File: config.mk
export PLATFORM = sky130hd
export DESIGN_NAME = disp_bcd_mux
export DESIGN_NICKNAME = d
export VERILOG_FILES = /design/src/rtl/disp_pkg.sv /design/src/rtl/disp_bcd_mux_bcd2sseg.sv /design/src/rtl/disp_bcd_mux.sv
export SDC_FILE = /design/constraint.sdc
export NUM_CORES = 1
export LEC_CHECK = 0
export ABC_AREA = 0
export ABC_CLOCK_PERIOD_IN_PS = 4300
export CAP_MARGIN = 10
export CORE_MARGIN = 1
export CORE_UTILIZATION = 40
export DETAILED_ROUTE_END_ITERATION = 10
export GPL_ROUTABILITY_DRIVEN = 1
export PLACE_DENSITY = 0.6
export SLEW_MARGIN = 20
export SYNTH_ARGS = -nofsm -noshare
export SYNTH_HDL_FRONTEND = slang
export SYNTH_HIERARCHICAL = 1
export SYNTH_SLANG_ARGS = --single-unit
File: constraint.sdc
create_clock -name clk -period 4.3 [get_ports clk]
set_clock_uncertainty 0.1 [all_clocks]
set_input_delay 0.645 -clock clk [delete_from_list [all_inputs] [get_ports clk]]
set_output_delay 0.645 -clock clk [all_outputs]
set_load 0.01 [all_outputs]
File: src/rtl/disp_pkg.sv
// Shared constants and types for the multiplexed 4-digit seven-segment driver.
// Segment patterns are active-low, bit0 = a ... bit6 = g.
package disp_pkg;

  localparam int NUM_DIGITS = 4;

  localparam logic [6:0] SEG_BLANK = 7'h7F;
  localparam logic [6:0] SEG_DASH  = 7'b0111111;

  // Index 0 is the rightmost entry: digit 0 -> 7'h40 ... digit 9 -> 7'h10
  localparam logic [9:0][6:0] SEG_PAT = {
    7'h10, 7'h00, 7'h78, 7'h02, 7'h12,
    7'h19, 7'h30, 7'h24, 7'h79, 7'h40
  };

  typedef logic [1:0] digit_idx_t;

endpackage

File: src/rtl/disp_bcd_mux_bcd2sseg.sv
// Combinational 8421 digit to active-low seven-segment decoder.
// Codes 10..15 are shown as a dash so corrupt digits are visible.
module bcd2sseg
  import disp_pkg::*;
(
  input  logic [3:0] bcd,
  output logic [6:0] seg
);

  always_comb begin
    seg = SEG_DASH;
    if (bcd < 4'd10) seg = SEG_PAT[bcd];
  end

endmodule

File: src/rtl/disp_bcd_mux.sv
// Double-buffered, time-multiplexed 4-digit seven-segment driver with
// leading-zero blanking and decimal point. Optional PWM dimming: DISP_BRIGHTNESS_PWM_EN.
module disp_bcd_mux
  import disp_pkg::*;
#(
  parameter int REFRESH_DIV = 100000,
  parameter int CNT_W       = 17
) (
  input  logic       clk,
  input  logic       rst_n,
  input  logic [3:0] bcd0,
  input  logic [3:0] bcd1,
  input  logic [3:0] bcd2,
  input  logic [3:0] bcd3,
  input  logic       update,
  input  logic       dp_en,
  input  logic [1:0] dp_pos,
  input  logic       blank_lz,
`ifdef DISP_BRIGHTNESS_PWM_EN
  input  logic [3:0] brightness,
`endif
  output logic [6:0] sseg,
  output logic       dp,
  output logic [3:0] an,
  output logic       frame_done
);

  logic [CNT_W-1:0]                cnt_reg;
  digit_idx_t                      idx_reg;
  logic [NUM_DIGITS-1:0][3:0]      pend_bcd_reg, disp_bcd_reg;
  logic                            pend_dp_en_reg, disp_dp_en_reg;
  digit_idx_t                      pend_dp_pos_reg, disp_dp_pos_reg;
  logic                            blank_lz_reg;
  logic [6:0]                      sseg_reg, sseg_next;
  logic [3:0]                      an_reg, an_next;
  logic                            dp_reg, dp_next;
  logic                            frame_done_reg;

  logic                            tick;
  logic                            frame_end;
  logic [3:0]                      cur_digit;
  logic [6:0]                      cur_seg;
  logic [NUM_DIGITS-1:0]           lead_zero;
  logic                            slot_blank;
  logic                            pwm_on;

  assign tick      = (cnt_reg == CNT_W'(REFRESH_DIV - 1));
  assign frame_end = tick && (idx_reg == digit_idx_t'(NUM_DIGITS - 1));
  assign cur_digit = disp_bcd_reg[idx_reg];

  // lead_zero[gi]: digit gi and every more significant digit are zero
  for (genvar gi = 0; gi < NUM_DIGITS; gi++) begin : g_lz
    assign lead_zero[gi] = ~|disp_bcd_reg[NUM_DIGITS-1:gi];
  end

  bcd2sseg u_dec (
    .bcd (cur_digit),
    .seg (cur_seg)
  );

`ifdef DISP_BRIGHTNESS_PWM_EN
  localparam int SUB_DIV = REFRESH_DIV / 16;
  logic [CNT_W-1:0] sub_cnt_reg;
  logic [3:0]       sub_phase_reg;

  always_ff @(posedge clk or negedge rst_n) begin
    if (!rst_n) begin
      sub_cnt_reg   <= '0;
      sub_phase_reg <= '0;
    end else if (tick) begin
      sub_cnt_reg   <= '0;
      sub_phase_reg <= '0;
    end else if (sub_cnt_reg == CNT_W'(SUB_DIV - 1)) begin
      sub_cnt_reg   <= '0;
      sub_phase_reg <= sub_phase_reg + 4'd1;
    end else begin
      sub_cnt_reg   <= sub_cnt_reg + 1'b1;
    end
  end

  assign pwm_on = (sub_phase_reg <= brightness);
`else
  assign pwm_on = 1'b1;
`endif

  always_comb begin
    slot_blank = 1'b0;
    if (blank_lz_reg && (idx_reg != 2'd0) && lead_zero[idx_reg]) slot_blank = 1'b1;
    if (disp_dp_en_reg && (idx_reg <= disp_dp_pos_reg))          slot_blank = 1'b0;

    an_next   = 4'b1111;
    sseg_next = SEG_BLANK;
    dp_next   = 1'b1;
    if (!slot_blank && pwm_on) begin
      an_next[idx_reg] = 1'b0;
      sseg_next        = cur_seg;
      dp_next          = !(disp_dp_en_reg && (idx_reg == disp_dp_pos_reg));
    end
  end

  always_ff @(posedge clk or negedge rst_n) begin
    if (!rst_n) begin
      cnt_reg         <= '0;
      idx_reg         <= '0;
      pend_bcd_reg    <= '0;
      disp_bcd_reg    <= '0;
      pend_dp_en_reg  <= 1'b0;
      disp_dp_en_reg  <= 1'b0;
      pend_dp_pos_reg <= '0;
      disp_dp_pos_reg <= '0;
      blank_lz_reg    <= 1'b0;
      an_reg          <= 4'b1111;
      sseg_reg        <= SEG_BLANK;
      dp_reg          <= 1'b1;
      frame_done_reg  <= 1'b0;
    end else begin
      cnt_reg        <= tick ? '0 : cnt_reg + 1'b1;
      if (tick) idx_reg <= idx_reg + 2'd1;
      blank_lz_reg   <= blank_lz;
      frame_done_reg <= frame_end;
      // Display copies the pending value as it stood before this edge,
      // so an update coinciding with the boundary waits one more frame.
      if (frame_end) begin
        disp_bcd_reg    <= pend_bcd_reg;
        disp_dp_en_reg  <= pend_dp_en_reg;
        disp_dp_pos_reg <= pend_dp_pos_reg;
      end
      if (update) begin
        pend_bcd_reg    <= {bcd3, bcd2, bcd1, bcd0};
        pend_dp_en_reg  <= dp_en;
        pend_dp_pos_reg <= dp_pos;
      end
      an_reg   <= an_next;
      sseg_reg <= sseg_next;
      dp_reg   <= dp_next;
    end
  end

  assign an         = an_reg;
  assign sseg       = sseg_reg;
  assign dp         = dp_reg;
  assign frame_done = frame_done_reg;

endmodule

# Word level (Yosys, flattened, before mapping)
# Memories as Yosys holds them, arrays and structs flattened.
# Index checks and enable logic that the tools add are counted.
# op_classes
shifts	0
addsub	2
order_cmp	5
muxes	14
div_mod_pow	0
eq_ne	3
reduce_logical	16
bitwise_logic	1
n_mul	0
# ops
cell	n
7-bit two-way mux	3
17-bit by 1-bit adder with 17-bit output, second input constant	1
17-bit == test, second input constant	1
17-bit two-way mux	1
16-bit OR reduction	1
12-bit OR reduction	1
4-bit binary-select mux with 2-bit select	1
4-bit two-way mux	2
8-bit OR reduction	1
1-bit logical AND	6
1-bit zero test	5
4-bit by 5-bit < comparator with 1-bit output, second input constant	1
1-bit two-way mux	5
4-bit < comparator, second input constant	1
4-bit NOT	1
4-bit OR reduction	1
2-bit by 3-bit < comparator with 1-bit output, second input constant	1
2-bit by 1-bit adder with 2-bit output, second input constant	1
1-bit binary-select mux with 2-bit select	1
1-bit demux with 2-bit select	1
2-bit == test	1
2-bit == test, second input constant	1
2-bit by 1-bit greater-or-equal comparator with 1-bit output, second input constant	1
2-bit <= comparator	1
2-bit nonzero test	1
# word_totals
regBits	71
memories	1
input_bits	23
latchBits	0
rom_bits	112
wordCells	61
mem_bits_rw	0
# memory_table
name	words	word_bits	rd	rd_clocked_by_memory_dff	wr	line	text
(name not given)	16	7	1	0	0	disp_bcd_mux_bcd2sseg.sv:12	if (bcd < 4'd10) seg = SEG_PAT[bcd];

# Longest topological paths before layout
# Gate-level depths: netlist of run 1.
# logic_depth
ltp_word	8
depth_mapped	7
mapped_depth_nobuf	6

# Hierarchy
# Netlist of run 1, hierarchy kept.
# by_module_without_submodules
mod	area_each_um2	n_inst	cells_each
disp_bcd_mux	3086.7	1	221
bcd2sseg	231.5	1	29

# Worst setup path before layout of run 1
# No wires, ideal clock.
# synth_timing
path_kind	flip-flop to flip-flop
start	register idx_reg[0]
end	register sseg_reg[1] (netlist: sseg[1])
required_time_ps	4116
n_path_buf	1
path_stages_with_launch	8
path_slack_ps	2017
arrival_time_ps	2098
synth_period_minus_slack_ps	2283
setup_time_ps	84
cell_sequence	dfrtp_1 > clkbuf_1 > mux4_2 > inv_1 > ha_1 > o21ai_1 > nand2_1 > or2_2
# synth_between
elab_chain_len	6
word_cells_on_any_way	16
# synth_lines
element	line	text
start: declaration	disp_bcd_mux.sv:29	digit_idx_t idx_reg;
start signal: assignment	disp_bcd_mux.sv:118	if (tick) idx_reg <= idx_reg + 2'd1;
4-bit binary-select mux with 2-bit select (*)	disp_bcd_mux.sv:49	assign cur_digit = disp_bcd_reg[idx_reg];
4-bit two-way mux (implied by the code) (*)	disp_bcd_mux.sv:49	
net cur_digit[1]	disp_bcd_mux.sv:41	logic [3:0] cur_digit;
memory read 16 x 7 bit	n/a	
7-bit two-way mux (implied by the code)	disp_bcd_mux_bcd2sseg.sv:12	
7-bit two-way mux (*)	disp_bcd_mux_bcd2sseg.sv:12	
net cur_seg[1]	disp_bcd_mux.sv:42	logic [6:0] cur_seg;
7-bit two-way mux (*)	disp_bcd_mux.sv:94	if (!slot_blank && pwm_on) begin
net sseg_next[1]	disp_bcd_mux.sv:34	logic [6:0] sseg_reg, sseg_next;
end signal: assignment	disp_bcd_mux.sv:134	sseg_reg <= sseg_next;
end: declaration	disp_bcd_mux.sv:34	
# Mark *: on every way through the listed nets, which the timed path passes. The rest lies on a longest branch. The select of a mux whose other input is x is not followed.
# A chain may end at the register's enable or synchronous reset.

# Final worst setup path of run 1
# layout_timing
start	register cnt_reg[0]
end	register cnt_reg[15]
# layout_between
elab_chain_len	2
word_cells_on_any_way	3
# layout_lines
element	line	text
start: declaration	disp_bcd_mux.sv:28	logic [CNT_W-1:0] cnt_reg;
start signal: assignment	disp_bcd_mux.sv:117	cnt_reg <= tick ? '0 : cnt_reg + 1'b1;
17-bit by 1-bit adder with 17-bit output / 17-bit == test (equally long branches)	disp_bcd_mux.sv:117, disp_bcd_mux.sv:47	
17-bit two-way mux (*)	disp_bcd_mux.sv:117	
# Mark *: on every way between the ends. The rest lies on a longest branch, timed or not.

==> metrics.txt, run 1 <==
Final Util=0.511; DP Wirelength=around 4 mm; Final min period=roughly 2.4 ns; Cell Chain, Critical Path=ha_1 > nor4b_1 > nand4_1 > nor4_1 > buf_4 > o21ai_0; Routed Antenna Nets=0; Port Buffers=35; post-route cell area=roughly 4000 sq um; DR vias=1975; status=complete, no violations; Worst R2R Path Depth=6; Top FF cell, synth=dfrtp_1; Critical Path Source Type=flop; CTS tree=yes; Post-CTS Setup Inserts=0; row cnt=32; initial antenna violation count=0; Post-Route WL=5.57 mm; Hold Crit Class=input port to async pin; Worst VDD drop=0.164 mV; Synth Instances=250; number of hold buffers added after CTS=0; flops & latches, synth=71; max reg flops=17; fin crit share=0.554; required time of the worst setup path=4.42 ns; Avg WL per Cell=around 14 um; RSZ-0062 raised after global routing=no; Overflow after GRT=0; CP delay by family, top=simple AND/OR/NAND/NOR gates; worst-case clock buffer depth=2; sequential area share after synthesis=0.540; pin count of the biggest net entering global routing=46; R2R Path End=cnt_reg[15]; die width=93.1 um; clk sink count=71; Setup Crit Path Kind=flop to flop; worst flop-to-flop path startpoint=cnt_reg[0]; Ant. Diodes=0; Avg Inst Size Synth=13.3 sq um; first-pass GRT wire length=9.90 mm; ys async rst share=1.00; Starting Density=0.421; syn nets=286; vias in the first global route=2029; gr usage total=0.150; yosys warns=6; Worst R2R Setup Slack=roughly 1.9 ns; residual DRC count=0; slowest stage delay, CP=0.63 ns; number of max-cap violations=0; Skew-Pair Late Insertion Delay=0.34 ns; Worst EP arrival=~2.5 ns; fmax=about 420 MHz; area delta synth->final=21.4%; CP Buf/Inv Count=1; Setup TNS=0 ns; endpoint type of the worst setup path=flop; placed cell area=3760 sq um; total CTS buffers=9; CP max FO=7; htree depth=3; Mapped Area=3320 sq um; Least-Margin Pin Slew=0.834 ns; Final setup viols=0; Yosys cell types=47; Post-CTS Resized=0; GP Congestion=0.815; Worst-path clk slew=0.08 ns; max-slew violation count=0; area of the core=7890 sq um; DRT Pass-1 Iters=4; Post-synth EDFFs=0; I/O Pins=36; Die H=about 93 um; DIE AREA=8660 sq um; final hold vios=0; Starting DRT DRC Count=between 60 and 70; Clock Root Buffer=clkbuf_8; Via-to-Cell Ratio=4.96; Leakage=between 1.5 and 2 nW; share of layout cells above drive strength 1=0.297; Worst path slowest cell=nor4_1; beginning of the critical path=cnt_reg[0]; PD cells=362 nW/um^2; Rel. slew slack=0.442; Final Net Count=327
## cells in the final DEF (no fill, tap or decap), types with 2 or more instances in the layout
master	instances
nand2_1	8
o21ai_1	3
bufinv_16	4
and2_1	3
nand3_1	8
mux2_4	10
inv_1	8
dfstp_2	12
nor2_1	12
nor4b_1	2
nand2b_1	6
a21oi_1	3
xor2_1	8
or2_2	8
nor2b_1	3
clkdlybuf4s50_1	34
mux4_2	4
o21ai_0	5
nor4_1	6
buf_4	3
xnor2_1	6
dfrtp_1	59
mux2_2	28
ha_1	13
clkbuf_8	10
nand4_1	7
## cells in the mapped netlist, types with 3 or more instances
cell type	n	share of area
buf_6	3	0.010
dfrtp_1	59	0.44
nand4_1	7	0.013
mux2_4	10	0.045
mux4_2	4	0.027
nand3_1	8	0.012
a21oi_1	3	0.0045
dfstp_2	12	0.095
ha_1	13	0.049
and2_1	3	0.0057
mux2_2	28	0.095
xnor2_1	6	0.016
nand2b_1	6	0.011
nor2b_1	3	0.0057
o21ai_0	5	0.0075
nor4_1	6	0.011
o21ai_1	3	0.0045
inv_1	8	0.0091
or2_2	8	0.015
nor2_1	12	0.014
nand2_1	8	0.0091
xor2_1	8	0.021
## per-stage QoR
step,cells,power (mW),hold WS (ns),worst slack [ns]
after floorplan,250,0.727,0.249,2.02
after global placement,382,0.764,0.390,1.81
after detailed placement,382,0.766,0.396,1.82
after CTS,398,1.48,0.376,1.82
after global routing,398,1.51,0.229,1.52
final,398,1.46,0.179,1.92
## kinds of logic (layout without fill, tap and decap cells)
group	count (synthesis)	in the layout	synth area share
flip-flops	71	71	0.540
buffers and inverters	16	62	0.0253
XOR/XNOR	14	14	0.0370
adder cells (fa/ha/maj)	13	13	0.0490
AND/OR/NAND/NOR	76	76	0.144
multiplexers	43	43	0.170
AO/OA/AOI/OAI	17	17	0.0343
## area by class of cell
type	count	area [sq um]
Tap cell	102	128
Multi-Input combinational cell	163	1440
Sequential cell	71	1790
Fill cell	677	3860
Clock inverter	5	129
Timing Repair Buffer	37	363
Clock buffer	11	141
Inverter	9	33.8
## power breakdown
group	total, mW	internal [mW]	switching [mW]
Clock	0.707	0.461	0.246
Sequential	0.696	0.686	0.00918
Combinational	0.0547	0.0339	0.0209
## per-layer routing
layer | vias to the layer above | track usage | share of wire
met1 | 957 | 0.210 | 0.49
met2 | 37 | 0.222 | 0.46
li1 | 971 | - | -
met3 | 10 | 0.0293 | 0.030
met5 | - | 0 | 0
met4 | 0 | 0.0769 | 0.018
## worst max-delay path by stage
stage | to | slack (ns) | cells past startpoint
after CTS | sseg[2] | 1.82 | 6
after global placement | sseg[3] | 1.81 | 6
after floorplan | sseg[1] | 2.02 | 7
final | cnt_reg[15] | 1.92 | 6
after global routing | sseg[0] | 1.52 | 6
after detailed placement | sseg[0] | 1.82 | 6
Note: power is estimated with default switching activity, not from simulation.
==> run 2: changes to the inputs <==
--- a/config.mk
+++ b/config.mk
@@ -6,7 +6,7 @@
 export NUM_CORES = 1
 export LEC_CHECK = 0
 export ABC_AREA = 0
-export ABC_CLOCK_PERIOD_IN_PS = 4300
+export ABC_CLOCK_PERIOD_IN_PS = 2250
 export CAP_MARGIN = 10
 export CORE_MARGIN = 1
 export CORE_UTILIZATION = 40
==> constraint.sdc (replaced) <==
create_clock -name clk -period 2.25 [get_ports clk]
set_clock_uncertainty 0.1 [all_clocks]
set_input_delay 0.3375 -clock clk [delete_from_list [all_inputs] [get_ports clk]]
set_output_delay 0.3375 -clock clk [all_outputs]
set_load 0.01 [all_outputs]
==> run 2 against run 1 <==
Maximum frequency up 14%. Register-to-register slack got worse by 1.8 ns. Design area grew 1.1%. Sequential power rose by 91%. Core utilization rose by 0.54 points. Die area is the same. Largest power group is now sequential cells. Setup slack worse by 1.8 ns. Non-clock buffer count up 12.
==> metrics.txt, run 2 (synthesis results as in run 1) <==
Final Util=0.516; number of max-cap violations=0; Post-Route WL=5.75 mm; area delta synth->final=22.7%; most frequent cells in the layout=59 x dfrtp_1, 34 x clkdlybuf4s50_1, 28 x mux2_2; RSZ-0062 raised after global routing=no; Worst VDD drop=0.342 mV; Die H=93.1 um; post-route cell area=4070 sq um; Worst R2R Path Depth=5; Final min period=2.08 ns; final hold vios=0; GP Congestion=between 0.8 and 0.9; Worst-path clk slew=0.07 ns; DP Wirelength=4.13 mm; row cnt=32; Leakage=1.80 nW; max-slew violation count=0; Ant. Diodes=0; Rel. slew slack=0.765; area of the core=between 7000 and 8000 sq um; endpoint type of the worst setup path=flop; worst-case clock buffer depth=2; total CTS buffers=9; Routed Antenna Nets=0; Starting DRT DRC Count=41; Least-Margin Pin Slew=0.350 ns; clk sink count=71; Final setup viols=0; Via-to-Cell Ratio=5.02; required time of the worst setup path=2.42 ns; htree depth=3; initial antenna violation count=0; fin crit share=0.926; Port Buffers=35; CTS tree=yes; residual DRC count=0; Avg WL per Cell=roughly 14 um; PD cells=between 600 and 700 nW/um^2; Hold Crit Class=input port to async pin; fmax=around 480 MHz; first-pass GRT wire length=10.1 mm; placed cell area=3860 sq um; gr usage total=0.154; share of layout cells above drive strength 1=0.325; # fillers=about 700; I/O Pins=36; pin count of the biggest net entering global routing=37; Worst EP arrival=about 2.3 ns; status=complete, no violations; most common cell after layout, fill and taps aside=dfrtp_1; CP max FO=11; die width=93.1 um; Critical Path Source Type=flop; Setup TNS=0 ns; DIE AREA=8660 sq um; Final Net Count=between 300 and 400; Overflow after GRT=0; Clock Root Buffer=clkbuf_8; Setup Crit Path Kind=flop to flop; Starting Density=0.421; max reg flops=17; DR vias=2058; Skew-Pair Late Insertion Delay=0.35 ns; DRT Pass-1 Iters=4; vias in the first global route=slightly above 2000
## run 2: changes by cell type in the layout (fill, tap and decap cells not counted), moves of 2 or more
cell / change
buf_12: +2
buf_4: +8
bufinv_16: -3
clkinv_2: +3
clkinvlp_4: +2
## run 2: path summary, 6_finish.rpt
| kind | start | endpoint | slack, ns |
|---|---|---|---|
| worst max-delay path | idx_reg[0] | sseg[0] | 0.17 |
| worst min-delay path | rst_n | cnt_reg[3] | 0.32 |
| worst max register to register | idx_reg[0] | sseg[0] | 0.17 |
| worst min register to register | disp_dp_en_reg | dp | 0.39 |
| max in group asynchronous | rst_n | disp_bcd_reg[14] | 1.13 |
| min in group clk | blank_lz | blank_lz_reg | 0.35 |
## run 2: area by class of cell
class / instances / area, sq um / share of cell area
sequential: 71 / 1790 / 0.440
multi-input combinational: 163 / 1440 / 0.354
timing repair buffer: 49 / 478 / 0.117
clock buffer: 10 / 138 / 0.0338
tap: 102 / 128 / 0.0313
clock inverter: 6 / 60.1 / 0.0148
inverter: 9 / 33.8 / 0.00830
## run 2: critical path, cell delays in order, from the launching register on
cell and delay [ns]:
dfrtp_1 0.48, buf_4 0.18, mux4_2 0.63, mux2i_1 0.24
a21oi_1 0.09, or2_2 0.29
## run 2: routing by layer
metal  vias to the layer above  global-route usage  wire, um  part of all wire
met4                         0              0.0846       121             0.021
met5                         -                   0         0                 0
li1                        994                   -         -                 -
met3                         9              0.0358       204             0.035
met2                        34               0.227      2650              0.46
met1                      1021               0.210      2770              0.48
## run 2: through the flow
step / hold slack (ns) / worst slack [ns] / instances / total power [mW]
final: 0.316 / 0.166 / 410 / 2.45
after global routing: 0.340 / 0.0117 / 410 / 2.56
after CTS: 0.315 / 0.144 / 410 / 2.48
after detailed placement: 0.164 / 0.157 / 393 / 1.47
after global placement: 0.159 / 0.193 / 393 / 1.47
after floorplan: -0.0581 / 0.0943 / 250 / 1.39
## run 2: timing repair
action                     in CTS  in global routing
setup endpoints to repair       0                  0
resized for setup               0                  0
hold endpoints to repair       11                  0
setup buffers                   0                  0
hold buffers                    1                  0
## run 2: report_power, final
group | total [mW] | switching, mW | internal (mW) | leakage (nW)
sequential | 1.33 | 0.0188 | 1.31 | 0.889
clock | 1.00 | 0.468 | 0.535 | 0.0981
combinational | 0.111 | 0.0415 | 0.0696 | 0.810
==> run 3: changes to the inputs <==
--- a/config.mk
+++ b/config.mk
@@ -6,13 +6,13 @@
 export NUM_CORES = 1
 export LEC_CHECK = 0
 export ABC_AREA = 0
-export ABC_CLOCK_PERIOD_IN_PS = 2250
+export ABC_CLOCK_PERIOD_IN_PS = 2600
 export CAP_MARGIN = 10
 export CORE_MARGIN = 1
-export CORE_UTILIZATION = 40
+export CORE_UTILIZATION = 50
 export DETAILED_ROUTE_END_ITERATION = 10
 export GPL_ROUTABILITY_DRIVEN = 1
-export PLACE_DENSITY = 0.6
+export PLACE_DENSITY = 0.72
 export SLEW_MARGIN = 20
 export SYNTH_ARGS = -nofsm -noshare
 export SYNTH_HDL_FRONTEND = slang
==> constraint.sdc (replaced) <==
create_clock -name clk -period 2.6 [get_ports clk]
set_clock_uncertainty 0.1 [all_clocks]
set_input_delay 0.39 -clock clk [delete_from_list [all_inputs] [get_ports clk]]
set_output_delay 0.39 -clock clk [all_outputs]
set_load 0.01 [all_outputs]
==> run 3 against run 2 <==
Critical path depth up 1. Sequential share of layout area up 0.62 points. Sequential power down 14%. Final cell count down 8.0%. First-iteration DRC count rose to 2.5 times the previous value. Power down 5.6%. Die area down 20%. Core utilization up 11 points. Largest power group unchanged.
==> metrics.txt, run 3 (synthesis results as in run 1) <==
fmax=434 MHz; Worst R2R Setup Slack=0.30 ns; Worst-path clk slew=0.08 ns; share of layout cells above drive strength 1=0.307; Avg WL per Cell=15.1 um; Clock Root Buffer=clkbuf_8; Post-Route WL=between 5 and 6 mm; max-slew violation count=0; Final Net Count=331; Setup TNS=0 ns; Via-to-Cell Ratio=roughly 5.4; Starting Density=0.520; Sw Share=0.206; Worst VDD drop=0.341 mV; Int Pwr=1.83 mW; Die H=83.5 um; status=complete, no violations; GP Congestion=0.781; number of max-cap violations=0; required time of the worst setup path=2.77 ns; DP Wirelength=4.03 mm; Overflow after GRT=0; Leakage=1.76 nW; Routed Antenna Nets=0; worst flop-to-flop path startpoint=idx_reg[0]; clk sink count=71; switching power=0.476 mW; vias in the first global route=2137; residual DRC count=0; DRT Pass-1 Iters=4; first-pass GRT wire length=9.99 mm; worst-case clock buffer depth=2; R2R Path End=sseg[1]; Gate power share=0.042; clock power share=0.460; total CTS buffers=9; Worst R2R Path Depth=6; most frequent cells in the layout=59 x dfrtp_1, 34 x clkdlybuf4s50_1, 28 x mux2_2; fin crit share=0.885; post-route cell area=around 4000 sq um; Non-Filler Instances=377; final hold vios=0; beginning of the critical path=idx_reg[0]; gr usage total=0.183; Skew-Pair Late Insertion Delay=0.34 ns; Port Buffers=35; RSZ-0062 raised after global routing=no; Hold Crit Class=input port to flop; area of the core=6390 sq um; Least-Margin Pin Slew=0.517 ns; Ant. Diodes=0; placed insts=360; Final Util=0.629; placed cell area=3760 sq um; Worst EP arrival=2.47 ns; most common cell after layout, fill and taps aside=dfrtp_1; max reg flops=17; Final setup viols=0; CP max FO=9; htree depth=3; row cnt=29; Flop pwr share=0.499; CTS tree=yes; pin count of the biggest net entering global routing=50; die width=roughly 83 um; Final min period=between 2 and 2.5 ns; Setup Crit Path Kind=flop to flop; DR vias=2041; I/O Pins=36; DIE AREA=6970 sq um; Rel. slew slack=0.656; Pwr Total=2.31 mW; Critical Path Source Type=flop; initial antenna violation count=0; Starting DRT DRC Count=104; PD cells=575 nW/um^2; Setup crit end=sseg[1]; endpoint type of the worst setup path=flop; area delta synth->final=21.0%
==> run 3: changes by cell type in the layout (fill, tap and decap cells not counted) <==
cell / previous run / this run
bufinv_16: 1 / 3
clkinv_2: 3 / 0
clkinv_4: 0 / 1
clkbuf_8: 10 / 9
clkinvlp_4: 2 / 3
buf_12: 2 / 1
buf_4: 11 / 4
==> run 3: power groups by stage <==
stage	logic (mW)	registers (mW)	clock network, mW
after floorplan	0.0361	1.17	0
after global placement	0.0945	1.17	0
after detailed placement	0.0973	1.17	0
after CTS	0.0994	1.15	1.09
after global routing	0.108	1.16	1.13
final	0.0959	1.15	1.06
==> run 3: worst min-delay path by stage <==
stage / startpoint / to / slack, ns / cells after the start
finish: blank_lz / blank_lz_reg / 0.38 / 1
global route: blank_lz / blank_lz_reg / 0.37 / 1
CTS: blank_lz / blank_lz_reg / 0.37 / 1
detailed placement: rst_n / cnt_reg[4] / 0.29 / 1
global placement: rst_n / cnt_reg[4] / 0.29 / 1
floorplan: rst_n / blank_lz_reg / -0.006 / 0
==> run 3: critical path, stage by stage, from the launching register on <==
cell     delay, ns
dfrtp_1       0.56
mux4_2        0.68
inv_1         0.15
ha_1          0.26
o21ai_1       0.14
nand2_1       0.06
or2_2         0.28
==> run 3: cell type report <==
cell class / count / area [sq um]
Fill cell: 507 / 2370
Sequential cell: 71 / 1790
Clock buffer: 9 / 124
Multi-Input combinational cell: 163 / 1440
Tap cell: 77 / 96.3
Clock inverter: 7 / 121
Inverter: 9 / 33.8
Timing Repair Buffer: 41 / 405
==> run 3: metal layers <==
layer  up-vias  wire length (um)  global-route usage
li1        977                 -                   -
met1      1012              2550               0.233
met2        40              2840               0.303
met3        12               161              0.0346
met4         0               123              0.0863
met5         -                 0                   0
==> run 3: repair_timing <==
action                                 4_1_cts  5_1_grt
endpoints found under the hold margin       10        0
buffers inserted                             0        0
hold buffers                                 1        0
setup endpoints to repair                    0        0
resized for setup                            0        0
==> run 3: per-stage QoR <==
stage,hold slack (ns),setup WS [ns]
detailed placement,0.290,0.311
finish,0.383,0.298
global route,0.375,0.208
floorplan,-0.00559,0.317
CTS,0.373,0.287
global placement,0.288,0.378
